<file path="config.mk">
export PLATFORM = sky130hd
export DESIGN_NAME = mips_io_monitor_flat
export DESIGN_NICKNAME = d
export VERILOG_FILES = /design/src/rtl/mips_io_monitor_if.sv /design/src/rtl/mips_io_monitor.sv /design/src/flat_wrapper.sv
export SDC_FILE = /design/constraint.sdc
export NUM_CORES = 1
export LEC_CHECK = 0
export ABC_AREA = 1
export CORE_ASPECT_RATIO = 0.5
export CORE_UTILIZATION = 40
export DETAILED_ROUTE_END_ITERATION = 10
export DONT_BUFFER_PORTS = 1
export PLACE_DENSITY_LB_ADDON = 0.08
export SKIP_LAST_GASP = 1
export SLEW_MARGIN = 20
export SYNTH_ARGS = -nofsm -noshare
export SYNTH_HDL_FRONTEND = slang
export SYNTH_SLANG_ARGS = --single-unit
export TNS_END_PERCENT = 1
</file>
<file path="constraint.sdc">
create_clock -name clk_i -period 1.8 [get_ports clk_i]
set_input_delay 0.18 -clock clk_i [delete_from_list [all_inputs] [get_ports clk_i]]
set_output_delay 0.18 -clock clk_i [all_outputs]
set_load 0.005 [all_outputs]
</file>
<file path="src/rtl/mips_io_monitor_if.sv">
// Bus bundle for the MIPS I/O monitor: processor store port, FIFO
// consumer port and verdict flags.
interface mips_io_monitor_if #(
    parameter int WIDTH = 8
);
    logic             start;
    logic             memwrite;
    logic [WIDTH-1:0] adr;
    logic [WIDTH-1:0] writedata;
    logic             rd_en;
    logic             out_valid;
    logic [WIDTH-1:0] out_data;
    logic             fifo_full;
    logic             overflow;
    logic             pass;
    logic             fail;
    logic             timeout;
    logic             done;

    modport master (
        output start, memwrite, adr, writedata, rd_en,
        input  out_valid, out_data, fifo_full, overflow, pass, fail, timeout, done
    );

    modport slave (
        input  start, memwrite, adr, writedata, rd_en,
        output out_valid, out_data, fifo_full, overflow, pass, fail, timeout, done
    );
endinterface

</file>
<file path="src/rtl/mips_io_monitor.sv">
// Watches processor stores to a memory-mapped output port, judges the first
// value against EXPECT, and queues every observed port value in a small FIFO.
module mips_io_monitor #(
    parameter int               WIDTH   = 8,
    parameter logic [WIDTH-1:0] IOADR   = 8'hFF,
    parameter logic [WIDTH-1:0] EXPECT  = 8'h0D,
    parameter int               DEPTH   = 4,
    parameter int               TIMEOUT = 1000
) (
    input logic              clk_i,
    input logic              rst_ni,
    mips_io_monitor_if.slave bus
);
    localparam int AW = (DEPTH > 1) ? $clog2(DEPTH) : 1;
    localparam int CW = (TIMEOUT > 1) ? $clog2(TIMEOUT + 1) : 1;
    localparam logic [CW-1:0] TLAST   = CW'(TIMEOUT - 1);
    localparam logic [AW:0]   FULLCNT = (AW + 1)'(DEPTH);

    typedef enum logic [2:0] {
        IDLE,
        RUN,
        PASS,
        FAIL,
        TMO
    } state_e;

    state_e         state_q, state_d;
    logic [CW-1:0]  cnt_q, cnt_d;
    logic [AW-1:0]  wptr_q, wptr_d;
    logic [AW-1:0]  rptr_q, rptr_d;
    logic [AW:0]    count_q, count_d;
    logic           overflow_q, overflow_d;
    logic [WIDTH-1:0] mem [DEPTH];

    logic ioWrite;
    logic pushReq;
    logic pushEn;
    logic popEn;
    logic fifoFull;

    assign ioWrite  = bus.memwrite && (bus.adr == IOADR);
    assign fifoFull = (count_q == FULLCNT);
    assign pushReq  = ioWrite && ((state_q == RUN) || (state_q == PASS) || (state_q == FAIL));
    assign popEn    = bus.rd_en && (count_q != '0);
    // A push into a full FIFO still lands when the head leaves on the same edge.
    assign pushEn   = pushReq && (!fifoFull || popEn);

    always_comb begin
        state_d = state_q;
        cnt_d   = cnt_q;
        unique case (state_q)
            IDLE: begin
                if (bus.start) begin
                    state_d = RUN;
                    cnt_d   = '0;
                end
            end
            RUN: begin
                if (ioWrite) begin
                    state_d = (bus.writedata == EXPECT) ? PASS : FAIL;
                end else if (cnt_q == TLAST) begin
                    state_d = TMO;
                end
                if (cnt_q != '1) begin
                    cnt_d = cnt_q + 1'b1;
                end
            end
            default: begin
            end
        endcase
    end

    always_comb begin
        wptr_d     = pushEn ? wptr_q + 1'b1 : wptr_q;
        rptr_d     = popEn ? rptr_q + 1'b1 : rptr_q;
        overflow_d = overflow_q || (pushReq && fifoFull && !popEn);
        count_d    = count_q;
        if (pushEn && !popEn) begin
            count_d = count_q + 1'b1;
        end else if (popEn && !pushEn) begin
            count_d = count_q - 1'b1;
        end
    end

    always_ff @(posedge clk_i or negedge rst_ni) begin
        if (!rst_ni) begin
            state_q    <= IDLE;
            cnt_q      <= '0;
            wptr_q     <= '0;
            rptr_q     <= '0;
            count_q    <= '0;
            overflow_q <= 1'b0;
        end else begin
            state_q    <= state_d;
            cnt_q      <= cnt_d;
            wptr_q     <= wptr_d;
            rptr_q     <= rptr_d;
            count_q    <= count_d;
            overflow_q <= overflow_d;
        end
    end

    // Storage needs no reset: contents are only visible while count_q is non-zero.
    always_ff @(posedge clk_i) begin
        if (pushEn) begin
            mem[wptr_q] <= bus.writedata;
        end
    end

    assign bus.out_valid = (count_q != '0);
    assign bus.out_data  = mem[rptr_q];
    assign bus.fifo_full = fifoFull;
    assign bus.overflow  = overflow_q;
    assign bus.pass      = (state_q == PASS);
    assign bus.fail      = (state_q == FAIL);
    assign bus.timeout   = (state_q == TMO);
    assign bus.done      = (state_q == PASS) || (state_q == FAIL) || (state_q == TMO);
endmodule

</file>
<file path="src/flat_wrapper.sv">
// flat-port wrapper written by rule: the top's interface ports become plain ports
module mips_io_monitor_flat 
#(
    parameter int               WIDTH   = 8,
    parameter logic [WIDTH-1:0] IOADR   = 8'hFF,
    parameter logic [WIDTH-1:0] EXPECT  = 8'h0D,
    parameter int               DEPTH   = 4,
    parameter int               TIMEOUT = 1000
)
  (clk_i, rst_ni, bus_start, bus_memwrite, bus_adr, bus_writedata, bus_rd_en, bus_out_valid, bus_out_data, bus_fifo_full, bus_overflow, bus_pass, bus_fail, bus_timeout, bus_done);
  mips_io_monitor_if #(.WIDTH(WIDTH)) bus_i ();
  input logic clk_i;
  input logic rst_ni;
  input wire logic [$bits(bus_i.start)-1:0] bus_start;
  input wire logic [$bits(bus_i.memwrite)-1:0] bus_memwrite;
  input wire logic [$bits(bus_i.adr)-1:0] bus_adr;
  input wire logic [$bits(bus_i.writedata)-1:0] bus_writedata;
  input wire logic [$bits(bus_i.rd_en)-1:0] bus_rd_en;
  output wire logic [$bits(bus_i.out_valid)-1:0] bus_out_valid;
  output wire logic [$bits(bus_i.out_data)-1:0] bus_out_data;
  output wire logic [$bits(bus_i.fifo_full)-1:0] bus_fifo_full;
  output wire logic [$bits(bus_i.overflow)-1:0] bus_overflow;
  output wire logic [$bits(bus_i.pass)-1:0] bus_pass;
  output wire logic [$bits(bus_i.fail)-1:0] bus_fail;
  output wire logic [$bits(bus_i.timeout)-1:0] bus_timeout;
  output wire logic [$bits(bus_i.done)-1:0] bus_done;
  assign bus_i.start = bus_start;
  assign bus_i.memwrite = bus_memwrite;
  assign bus_i.adr = bus_adr;
  assign bus_i.writedata = bus_writedata;
  assign bus_i.rd_en = bus_rd_en;
  assign bus_out_valid = bus_i.out_valid;
  assign bus_out_data = bus_i.out_data;
  assign bus_fifo_full = bus_i.fifo_full;
  assign bus_overflow = bus_i.overflow;
  assign bus_pass = bus_i.pass;
  assign bus_fail = bus_i.fail;
  assign bus_timeout = bus_i.timeout;
  assign bus_done = bus_i.done;
  mips_io_monitor #(.WIDTH(WIDTH), .IOADR(IOADR), .EXPECT(EXPECT), .DEPTH(DEPTH), .TIMEOUT(TIMEOUT)) u_core (.clk_i(clk_i), .rst_ni(rst_ni), .bus(bus_i));
endmodule
</file>
Word level (Yosys, flattened, before mapping):

Memories as Yosys holds them, arrays and structs flattened.
Cells that the tools add are included.

* logic and storage cells: 59
* flip-flop bits (word level): 21
* RAM bits: 32
* memories kept: 1
* output and inout port bits: 15
* input bits: 21

* reduce and logical (&&, ||, !) cells: 23
* muxes and demuxes: 12
* add/subtract/negate cells: 5
* equal/unequal tests: 12

Memories
* u_core.mem: words 4, bits a word 8, read ports 1, clocked after Yosys merged registers in 0, write ports 1, line mips_io_monitor.sv:33 `logic [WIDTH-1:0] mem [DEPTH];`

Operator list (number)
* $mux 10: 2
* $pmux 10 s2: 1
* $mux 3: 5
* $add 10x1->10 const B: 1
* $eq 10x10->1 const B: 1
* $ne 10x10->1 const B: 1
* $eq 8x4->1 const B: 1
* $eq 8x8->1 const B: 1
* $logic_and 1x1->1: 8
* $eq 3x2->1 const B: 2
* $eq 3x3->1 const B: 2
* $logic_or 1x1->1: 6
* $pmux 3 s2: 1
* $reduce_and 3->1: 2
* $add 2x1->2 const B: 2
* $ne 2x2->1 const B: 2
* $reduce_bool 2->1: 2
* $add 3x1->3 const B: 1
* $eq 3x1->1 const B: 1
* $logic_not 1->1: 3
* $logic_not 3->1: 1
* $mux 1: 3
* $ne 3x2->1 const B: 1
* $reduce_bool 3->1: 1
* $sub 3x1->3 const B: 1

Logic depth before layout (Yosys ltp):

* word-level depth: 9
* depth in mapped cells: 12
* depth with buffers taken out: 12

Worst setup path before layout:

No wires, ideal clock.

* path kind: register -> register
* start: register u_core.count_q[0]
* end: register u_core.count_q[1]
* slack: -0.200 ns
* arrival: 1.875 ns
* required time: 1.675 ns
* cell stages (with the launch flop): 11
* setup time: 0.125 ns
* cell sequence: dfrtp_1 -> nor2_1 -> nand2_1 -> nand2_2 -> nand2_1 -> nand2_2 -> inv_2 -> ha_1 -> inv_1 -> fa_1 -> mux2_2

* elaborated cells between the ends (all ways): 15

RTL lines
* start, declared: line mips_io_monitor.sv:31 `logic [AW:0] count_q, count_d;`
* start signal, assigned: line mips_io_monitor.sv:98 `count_q <= count_d;`
* $reduce_bool 3->1
* named net bus_out_valid: line flat_wrapper.sv:19 `output wire logic [$bits(bus_i.out_valid)-1:0] bus_out_valid;`
* $logic_and 1x1->1: line mips_io_monitor.sv:44 `assign popEn = bus.rd_en && (count_q != '0);`
* $logic_or 1x1->1: line mips_io_monitor.sv:46 `assign pushEn = pushReq && (!fifoFull || popEn);`
* $logic_and 1x1->1: line mips_io_monitor.sv:46
* named net u_core.pushEn: line mips_io_monitor.sv:37 `logic pushEn;`
* $logic_and 1x1->1: line mips_io_monitor.sv:78 `if (pushEn && !popEn) begin`
* $mux 3: line mips_io_monitor.sv:78
* named net u_core.count_d[1]: line mips_io_monitor.sv:31

The timed path passes the listed nets, and every way through them passes these cells. The select of a mux whose other input is x is not followed.
A chain may end at the register's enable or synchronous reset.

Final worst setup path:

* start: register u_core.count_q[0]
* end: register u_core.count_q[1]

* elaborated cells between the ends (all ways): 15

RTL lines (line)
* $eq 3x3->1 / $reduce_bool 3->1 (equally long branches): mips_io_monitor.sv:42, mips_io_monitor.sv:44
* $logic_not 1->1 / $logic_and 1x1->1 (equally long branches): mips_io_monitor.sv:46, mips_io_monitor.sv:44
* $logic_or 1x1->1 (*): mips_io_monitor.sv:46
* $logic_and 1x1->1 (*): mips_io_monitor.sv:46
* named net u_core.pushEn: mips_io_monitor.sv:37
* $logic_and 1x1->1 (*): mips_io_monitor.sv:78
* $mux 3 (*): mips_io_monitor.sv:78
* named net u_core.count_d[1]: mips_io_monitor.sv:31

Mark *: on every way through the listed nets, which the timed path passes. The rest lies on a longest branch. The select of a mux whose other input is x is not followed.

==> summary.md <==
| Metric | Value |
|---|---|
| Final antenna diode count | `0` |
| Ratio of cells with drive above 1 in the final layout | `22.7%` |
| Met2 wire len | `2440 um` |
| Top-Level Pins | `36` |
| Endpoints failing hold | `0` |
| Post-synthesis sequential area ratio | `58.4%` |
| First-pass GRT wire length | `8830 um` |
| Clock sink total | `53` |
| Post-synth top area share | `37.8%` |
| Commonest non-fill, non-tap cell in the layout | `nand2_1` |
| RSZ-0062 raised after global routing | `true` |
| Drt pass-1 iters | `4` |
| Synth Instances | `257` |
| Leak Pwr | `1.25 nW` |
| Vias per inst | `4.80` |
| Highest metal used | `met4` |
| DIE AREA | `6700 um^2` |
| Most frequent cells in the layout | `nand2_1 (39), nor2_1 (37), edfxtp_1 (32)` |
| Overall Global Routing Usage | `17.8%` |
| Largest net degree at the start of global routing | `22` |
| Initial antenna violation count | `0` |
| Area after DPL | `2830 um^2` |
| Number of global-route vias before repair | `1831` |
| Ys flop type | `edfxtp_1` |
| Failing checks | `negative setup slack` |
| Worst vdd ir | `0.000416 V` |
| Root buffer cell | `clkbuf_16` |
| Max Freq | `0.527 GHz` |
| Maximum clock path buffer count | `2` |
| Synth top area cells | `edfxtp_1 (38%), dfrtp_1 (21%), nand2_1 (6.2%)` |
| CP Capture Type | `flop` |
| Critical path class | `reg -> reg` |
| Cts bufs inserted | `5` |
| Share of synthesized flip-flops with an asynchronous set or reset | `39.6%` |
| Die W | `115 um` |
| Max-slew violations | `0` |
| Worst setup margin | `-98.8 ps` |
| PD cells | `1020 nW/um^2` |
| H-tree levels | `2` |
| Min-Delay Path Class | `in -> reg` |
| EDFF count, synth | `32` |
| CTS tree | `built` |
| RePlAce Congestion | `0.792` |
| CP Max Fanout | `3` |
| Place WS | `-118 ps` |
| Core Area | `6110 um^2` |
| Worst EP required | `1980 ps` |
| Post-Syn Area per Cell | `9.90 um^2` |
| WL met3 | `165 um` |
| Die height | `58.4 um` |
| PortBufs | `0` |
| Final setup fails | `2` |
| Synth Warn # | `0` |
| Via Count | `1859` |
| WP data arrival | `2080 ps` |
| Period minus WS final | `1900 ps` |
| Max_cap viols | `0` |
| Post-layout net count | `326` |
| Status | `finished with violations` |
| Worst slew margin | `66.2%` |
| Initial Utilization | `41.7%` |
| Total global routing overflow | `0` |
| Drt drc | `0` |
| Average routed wire per standard cell | `13.6 um` |
| CTS clk-pin slew, worst paths | `70 ps` |
| Synth area leader | `edfxtp_1` |
| Tcrit/Tclk final | `105%` |
| WL final | `5260 um` |
| HPWL after DPL | `3600 um` |
| Measured slew at the worst slew-check pin | `507 ps` |
| Syn Std Cell Area | `2540 um^2` |
| Post-route met1 wirelength | `2570 um` |
| Post-route ant nets | `0` |
| Startpoint Class | `flop` |
| Area delta synth->final | `23.3%` |
| Design area | `3140 um^2` |
| Syn nets | `285` |
| Fillers | `588` |
| Synth cell types | `32` |
| DRT iter0 DRCs | `136` |
| Latest clock arrival within the worst-skew pair | `300 ps` |
| Layout Skew | `5.70 ps` |
| FP Rows | `20` |
| Yosys reg bits | `53` |
-- cell type report --
cell class                 count  area, um^2  area share (%)
clock buffer                   6         129            4.11
timing repair buffer          39         313            9.98
clock inverter                 2        13.8           0.439
sequential                    53        1490            47.4
inverter                      30         120            3.83
multi-input combinational    169         962            30.7
tap                           88         110            3.51
-- critical path, stage by stage (launching register included) --
cell and delay (ps):
dfrtp_2 430, nor2_1 110, nand2_1 80, nand2_2 90, nand2_2 70, nand2_4 90
inv_4 40, ha_4 150, inv_4 50, fa_2 410, mux2_4 270
-- final timing paths --
check | slack [ps] | endpoint | cells after the start | startpoint
setup / recovery | -100 | u_core.count_q[1] | 10 | u_core.count_q[0]
hold / removal | 40 | u_core.rptr_q[0] | 2 | bus_rd_en
setup reg to reg | -100 | u_core.count_q[1] | 10 | u_core.count_q[0]
hold reg to reg | 490 | u_core.bus.overflow | 2 | u_core.bus.overflow
max in group asynchronous | 1040 | u_core.count_q[0] | 2 | rst_ni
min in group asynchronous | 390 | u_core.rptr_q[1] | 2 | rst_ni
-- flip-flops by register name, indices dropped and copies added (netlist names) --
register             count
u_core.mem              32
u_core.count_q           3
u_core.state_q           3
u_core.wptr_q            2
u_core.cnt_q            10
u_core.rptr_q            2
u_core.bus.overflow      1
-- metal layers --
layer  global-route usage, %  vias to the layer above
met5                       0                        -
met4                    7.24                        0
met1                    23.5                      884
li1                        -                      945
met2                    28.9                       23
met3                    4.33                        7
-- kinds of logic after synthesis --
| group | share of synthesized area [%] |
|---|---|
| muxes | 0.443 |
| DFF | 58.4 |
| AOI/OAI and AO/OA | 9.74 |
| buffers and inverters | 5.71 |
| adders and majority gates | 3.74 |
| xor gates and xnor gates | 1.38 |
| and+or+nand+nor | 20.6 |
-- what timing repair did --
action                                 CTS  global route
cloned                                   0             0
hold buffers                             9             1
pin swaps                                2             5
endpoints found under the hold margin   53            21
resized for setup                        1             8
setup endpoints to repair                2             2
setup buffers                            3             1
-- power breakdown --
part	leakage [nW]	switching [W]	internal [W]
registers	0.513	0.0000522	0.00135
clock network	0.0674	0.000439	0.000518
logic	0.672	0.000483	0.000363
-- Yosys cell counts (all sizes together), types with 2 or more instances --
| master | number |
|---|---|
| nor2 | 41 |
| inv | 30 |
| o21ai | 30 |
| edfxtp | 32 |
| nor3 | 3 |
| xor2 | 3 |
| ha | 6 |
| dfrtp | 21 |
| a21oi | 2 |
| nand3 | 19 |
| nand4 | 2 |
| buf | 5 |
| nand2 | 47 |
| nor3b | 2 |
| o22ai | 8 |
-- through the flow --
| step | setup TNS, ps | total power (W) | util [%] | instances | hold slack (ps) |
|---|---|---|---|---|---|
| 2_1_floorplan | -267 | 0.00193 | - | 257 | -116 |
| 3_3_place_gp | -131 | 0.00218 | 46.4 | 365 | -115 |
| 3_5_place_dp | -228 | 0.00219 | 46.4 | 365 | -115 |
| 4_1_cts | -128 | 0.00322 | 50.6 | 385 | 40.0 |
| 5_1_grt | -336 | 0.00338 | 51.4 | 387 | 54.6 |
| 6_report | -117 | 0.00321 | 51.4 | 387 | 42.9 |
(Power assumes the default switching activity.)
